==> config.mk <==
export PLATFORM = sky130hd
export DESIGN_NAME = bcd_updown_counter
export DESIGN_NICKNAME = d
export VERILOG_FILES = /design/src/rtl/bcd_updown_counter.sv
export SDC_FILE = /design/constraint.sdc
export NUM_CORES = 1
export LEC_CHECK = 0
export ABC_AREA = 1
export CELL_PAD_IN_SITES_DETAIL_PLACEMENT = 1
export CELL_PAD_IN_SITES_GLOBAL_PLACEMENT = 2
export CORE_MARGIN = 1
export CORE_UTILIZATION = 27
export CTS_BUF_LIST = sky130_fd_sc_hd__clkbuf_4
export DETAILED_ROUTE_END_ITERATION = 12
export PLACE_DENSITY_LB_ADDON = 0.1
export SYNTH_ARGS = -nofsm -noshare
export SYNTH_HDL_FRONTEND = slang
export SYNTH_SLANG_ARGS = --single-unit
==> constraint.sdc <==
create_clock -name clk -period 2 [get_ports clk]
set_input_delay 0.5 -clock clk [delete_from_list [all_inputs] [get_ports clk]]
set_output_delay 0.5 -clock clk [all_outputs]
set_load 0.01 [all_outputs]
==> src/rtl/bcd_updown_counter.sv <==
// bcd_updown_counter
//   Synchronous multi-digit BCD up/down counter, one count per rising edge of a
//   debounced button level. Supports a synchronous load with per-digit clamping,
//   wrap or saturate behaviour at the limits, and a one-cycle wrap pulse for
//   cascading.
//
// Parameters
//   DIGITS     number of BCD digits (1..8); count width is 4*DIGITS
//   SATURATE   0 = wrap at the limits, 1 = hold at all-9s (up) / all-0s (down)
//
// Ports
//   clk         system clock, rising edge
//   reset       asynchronous, active-high; clears all state
//   step        debounced button level; a 0->1 transition requests one count
//   up          direction: 1 = increment, 0 = decrement
//   load        synchronous load strobe (level, active-high), beats step
//   load_value  BCD value to load, digit i at [4i+3:4i]; digits >9 clamp to 9
//   count       current BCD count, digit 0 least significant
//   wrap        registered one-cycle pulse on all-9s->0 (up) or 0->all-9s (down)
//   at_limit    combinational: count at all-9s with up=1, or at 0 with up=0
module bcd_updown_counter #(
  parameter int unsigned DIGITS   = 2,
  parameter bit          SATURATE = 1'b0
) (
  input  logic                  clk,
  input  logic                  reset,
  input  logic                  step,
  input  logic                  up,
  input  logic                  load,
  input  logic [4*DIGITS-1:0]   load_value,
  output logic [4*DIGITS-1:0]   count,
  output logic                  wrap,
  output logic                  at_limit
);

  localparam int unsigned   W         = 4 * DIGITS;
  localparam logic [W-1:0]  ALL_NINES = {DIGITS{4'h9}};

  logic         step_q;
  logic         armed;
  logic         step_edge;
  logic [W-1:0] count_next;
  logic         wrap_next;
  logic         carry;
  logic [3:0]   dig;

  assign at_limit = up ? (count == ALL_NINES) : (count == '0);

  // armed stays low for the first clk after reset so that a step level already
  // high at release only primes step_q instead of being seen as an edge.
  assign step_edge = armed & step & ~step_q;

  always_comb begin
    count_next = count;
    wrap_next  = 1'b0;
    carry      = 1'b1;
    dig        = '0;
    if (load) begin
      for (int unsigned i = 0; i < DIGITS; i++) begin
        dig = load_value[4*i +: 4];
        count_next[4*i +: 4] = (dig > 4'd9) ? 4'd9 : dig;
      end
    end else if (step_edge) begin
      if (at_limit) begin
        if (!SATURATE) begin
          count_next = up ? '0 : ALL_NINES;
          wrap_next  = 1'b1;
        end
      end else begin
        // Ripple carry/borrow: each digit moves only while the lower digits
        // all rolled over.
        for (int unsigned i = 0; i < DIGITS; i++) begin
          dig = count[4*i +: 4];
          if (carry) begin
            if (up) begin
              if (dig == 4'd9) begin
                count_next[4*i +: 4] = 4'd0;
              end else begin
                count_next[4*i +: 4] = dig + 4'd1;
                carry = 1'b0;
              end
            end else begin
              if (dig == 4'd0) begin
                count_next[4*i +: 4] = 4'd9;
              end else begin
                count_next[4*i +: 4] = dig - 4'd1;
                carry = 1'b0;
              end
            end
          end
        end
      end
    end
  end

  always_ff @(posedge clk or posedge reset) begin
    if (reset) begin
      count  <= '0;
      wrap   <= 1'b0;
      step_q <= 1'b0;
      armed  <= 1'b0;
    end else begin
      step_q <= step;
      armed  <= 1'b1;
      count  <= count_next;
      wrap   <= wrap_next;
    end
  end

endmodule
### Yosys cells after proc, flatten, opt, wreduce, memory -nomap -nowiden

Index checks and enable logic that the tools add are counted.

| word-level totals | value |
|---|---|
| bits in registers | 11 |
| input bits | 13 |
| output and inout bits | 10 |
| word-level logic and storage cells | 46 |

| cells by class | value |
|---|---|
| $add $sub $neg | 4 |
| $lt $le $gt $ge | 2 |
| eq/ne operators | 3 |
| mux-type cells | 23 |
| bitwise operators | 3 |
| reduce and logical (&&, ||, !) cells | 6 |

Operators by type and width:

| cell | count |
|---|---|
| two-way mux 4 bit | 9 |
| two-way mux 8 bit | 4 |
| two-way mux 1 bit | 10 |
| adder 4 x 1 -> 4 bit, second input constant | 2 |
| == test 4 bit, second input constant | 2 |
| == test 8 bit, second input constant | 1 |
| > comparator 4 bit, second input constant | 2 |
| zero test 4 bit | 2 |
| zero test 8 bit | 1 |
| subtractor 4 x 1 -> 4 bit, second input constant | 2 |
| nonzero test 3 bit | 1 |
| AND 1 bit | 2 |
| AND reduction 2 bit | 1 |
| nonzero test 2 bit | 1 |
| NOT 1 bit | 1 |

### Longest topological paths before layout

| depth | value |
|---|---|
| word-level depth | 10 |
| mapped depth | 11 |
| depth with buffers taken out | 11 |

### Worst setup path before layout

No wires, ideal clock.

| path | value |
|---|---|
| path kind | flip-flop to output port |
| from | register count[4] |
| to | output at_limit |
| data arrival time | 1219 ps |
| required time | 1500 ps |
| path slack | 281 ps |
| cell stages (with the launch flop) | 7 |
| buffers on the path | 0 |
| cell sequence | dfrtp_1 inv_1 ha_1 nand3_1 nor2_1 nor2_2 inv_1 |

| on the way | value |
|---|---|
| cells in the longest elaborated chain, start to end | 2 |
| elaborated cells on any way between the ends | 3 |
| those cells by class | eq/ne (1); mux (1); reduce/logical (1) |

RTL lines:

| item | RTL line | RTL |
|---|---|---|
| start, declared | 31 | `output logic [4*DIGITS-1:0] count,` |
| start signal, assigned | 105 | `count <= count_next;` |
| == test 8 bit / zero test 8 bit (equally long branches) | 47 | `assign at_limit = up ? (count == ALL_NINES) : (count == '0);` |
| two-way mux 1 bit (*) | 47 |  |
| end, declared | 33 | `output logic at_limit` |

Mark *: on every way between the ends. The rest lies on a longest branch, timed or not.

### Final worst setup path

| path | value |
|---|---|
| from | register count[7] |
| to | output count[7] |

No word-level cell between the ends.

==> run_results.csv <==
group,metric,value,unit
clock_tree,cts_sinks,11,
synthesis,synth_top_family_by_area,"simple AND/OR/NAND/NOR gates",
synthesis,ys_seq_elements,11,
drt,wl_per_cell,12.8,um
clock_tree,cts-root-buf,"clkbuf_4",
power_and_ir_drop,powerDensity,703,nW/um2
clock_tree,cts_tree,"done",
placement,place.gp.congestion,0.799,
cells_and_area,drive_gt1_share,28.4,%
die,start_util,28.7,%
synthesis,synthAdderAreaFrac,10.3,%
global_routing,antenna_found_initial,0,
placement,hpwl,2590,um
timing,finalHoldViolCount,0,
synthesis,ys_seq_area_share,28.3,%
clock_tree,clk_pin_slew_worst_paths,0.07,ns
synthesis,synthSimpleGateAreaFrac,36.7,%
cells_and_area,final_nets,212,
worst_setup_path,endpoint_kind,"output port",
synthesis,syn_nets,163,
cells_and_area,fill_cells,437,
global_routing,grt-ovfl-total,0,
synthesis,ys_types,26,
power_and_ir_drop,power_leakage,0.742,nW
worst_setup_path,critPathKind,"register to output port",
global_routing,grt_util_met1,19.8,%
die,rows,21,
synthesis,synth_warnings,0,
timing,period_minus_slack,1.92,ns
drt,drc_errors,0,
synthesis,netlist_instances,142,
drt,vias,1083,
synthesis,syn_area_per_cell,6.85,um2
drt,ant_nets,0,
worst_setup_path,reg2reg_depth,9,
cells_and_area,antenna_cells,0,
power_and_ir_drop,peakVddDrop,0.000388,V
synthesis,synth_mux_area_share,0,%
synthesis,synth_xor_area_share,2.70,%
worst_setup_path,cp.arrival,1.42,ns
clock_tree,hold_buffers,0,
clock_tree,clockBufferDepth,2,
outcome,outcome,"finished, final reports clean",
worst_setup_path,r2r_end,"count[3]",
timing,setup_viol,0,
clock_tree,h-tree-depth,1,
global_routing,gr-usage-all-layers,18.5,%
worst_setup_path,r2r_slack,0.45,ns
synthesis,syn_area,972,um2
synthesis,synth_compound_area_share,12.6,%
drt,drtPass1Iterations,4,
timing,timing.final.crit_share,96.2,%
drt,wirelength,3030,um
drt,drt-initial-drc-count,27,
flow_run,maxCapViolCount,0,
timing,rsz0062_at_grt,"no",
worst_setup_path,cp_max_fo,6,
die,core_area,3390,um2
cells_and_area,final_util,43.5,%
global_routing,grt_use_met3,3.73,%
worst_setup_path,reg2reg_from,"count[0]",
clock_tree,clock_latency,0.26,ns
cells_and_area,syn_to_final_growth,51.6,%
placement,io_buffers,22,
timing,finalMaxSlewViolations,0,
global_routing,grt_max_degree,12,
global_routing,met2_usage,37.1,%
worst_setup_path,required,1.50,ns
drt,vias_per_cell,4.59,
power_and_ir_drop,finalPower,1.04,mW
die,die_w,62.0,um
worst_setup_path,critical_path.startpoint_type,"register",
global_routing,grt_pass1_vias,1189,
min_path,hold_path_class,"primary input to asynchronous set/reset pin",
timing,skew,0.00265,ns
die,die_area,3840,um2
global_routing,grt_pass1_wl,5140,um
timing,max_freq,0.520,GHz
clock_tree,cts_made_buffers,3,
die,die_h,62.0,um
die,io_pins,23,
global_routing,grt-busiest-layer,"met2",
metal layers:
layer,vias to the layer above,wire (um)
met5,-,0
met3,4,90
met2,18,1740
met1,511,1160
met4,0,34
li1,550,-
how the worst max path moves through the flow:
stage	to	slack, ns	cells past startpoint	startpoint
5_1_grt	at_limit	0.003	9	count[1]
3_3_place_gp	at_limit	-0.41	8	up
4_1_cts	count[2]	0.005	2	count[2]
2_1_floorplan	at_limit	0.28	6	count[4]
3_5_place_dp	at_limit	-0.43	8	up
6_report	count[7]	0.08	2	count[7]
sequential cells by signal (all words and copies together), names as in the netlist:
signal	cells
count	8
armed	1
step_q	1
wrap	1
synthesized netlist by cell type, drive strengths merged:
cell type / n / share of area (%)
o21ai: 9 / 4.6
o21a: 2 / 1.5
nand4: 1 / 0.64
nand3: 16 / 9.3
nor2: 20 / 9.3
buf: 3 / 1.5
a21oi: 3 / 1.5
xor2: 1 / 0.90
conb: 1 / 0.39
o211ai: 1 / 0.77
o22ai: 2 / 1.3
ha: 8 / 10
dfrtp: 11 / 28
nand2: 40 / 17
inv: 17 / 6.6
xnor2: 2 / 1.8
a31oi: 2 / 1.9
nor3: 1 / 0.51
o221ai: 1 / 0.90
clkinv: 1 / 0.90
per-stage QoR:
step	cell area (um2)	cells	hold WS (ns)	setup WS, ns	setup TNS (ns)
after detailed placement	1420	231	0.615	-0.425	-0.425
after global routing	1470	236	0.584	0.00257	0
after CTS	1460	236	0.562	0.00475	0
after floorplan	972	142	0.352	0.281	0
final	1470	236	0.534	0.0769	0
after global placement	1420	231	0.595	-0.410	-0.410
critical path, cell delays in order (launching register included):
cell             delay (ns)
dfrtp_1                0.47
buf_4                  0.16
clkdlybuf4s50_1        0.52
cells in the final DEF, fill, tap and decap left out, drive strengths merged:
cell           count
nand2             40
nand3             16
xnor2              2
nor3               1
xor2               1
nand4              1
dlymetal6s2s       1
dfrtp             11
clkbuf             4
ha                 8
o21ai              9
a31oi              2
conb               1
dlygate4sd2        1
buf               26
clkinv             1
clkdlybuf4s50     19
a21oi              3
o221ai             1
o22ai              2
o21a               2
inv               17
nor2              20
o211ai             1
cell families after synthesis:
family                     count (synthesis)
buffers and inverters                     21
and+or+nand+nor                           78
adders and majority gates                  8
xor gates and xnor gates                   3
DFF                                       11
AOI/OAI and AO/OA                         20
other                                      1
area by class of cell:
type / count / area, um2 / area share [%]
clock buffers: 4 / 30.0 / 2.04
inverters: 18 / 72.6 / 4.92
multi-input cells: 110 / 632 / 42.9
flip-flops and latches: 11 / 278 / 18.8
well taps: 46 / 57.6 / 3.90
repair buffers: 47 / 404 / 27.4
power breakdown:
part | total, mW | internal (mW) | switching (mW)
Clock | 0.166 | 0.0907 | 0.0756
Combinational | 0.575 | 0.284 | 0.291
Sequential | 0.295 | 0.257 | 0.0376
repair_timing:
action | 4_1_cts | 5_1_grt
buffers inserted | 1 | 0
endpoints found under the setup margin | 1 | 3
pin swaps | 1 | 1
resized for setup | 13 | 6
endpoints found under the hold margin | 0 | 0
Note: power is estimated with default switching activity, not from simulation.
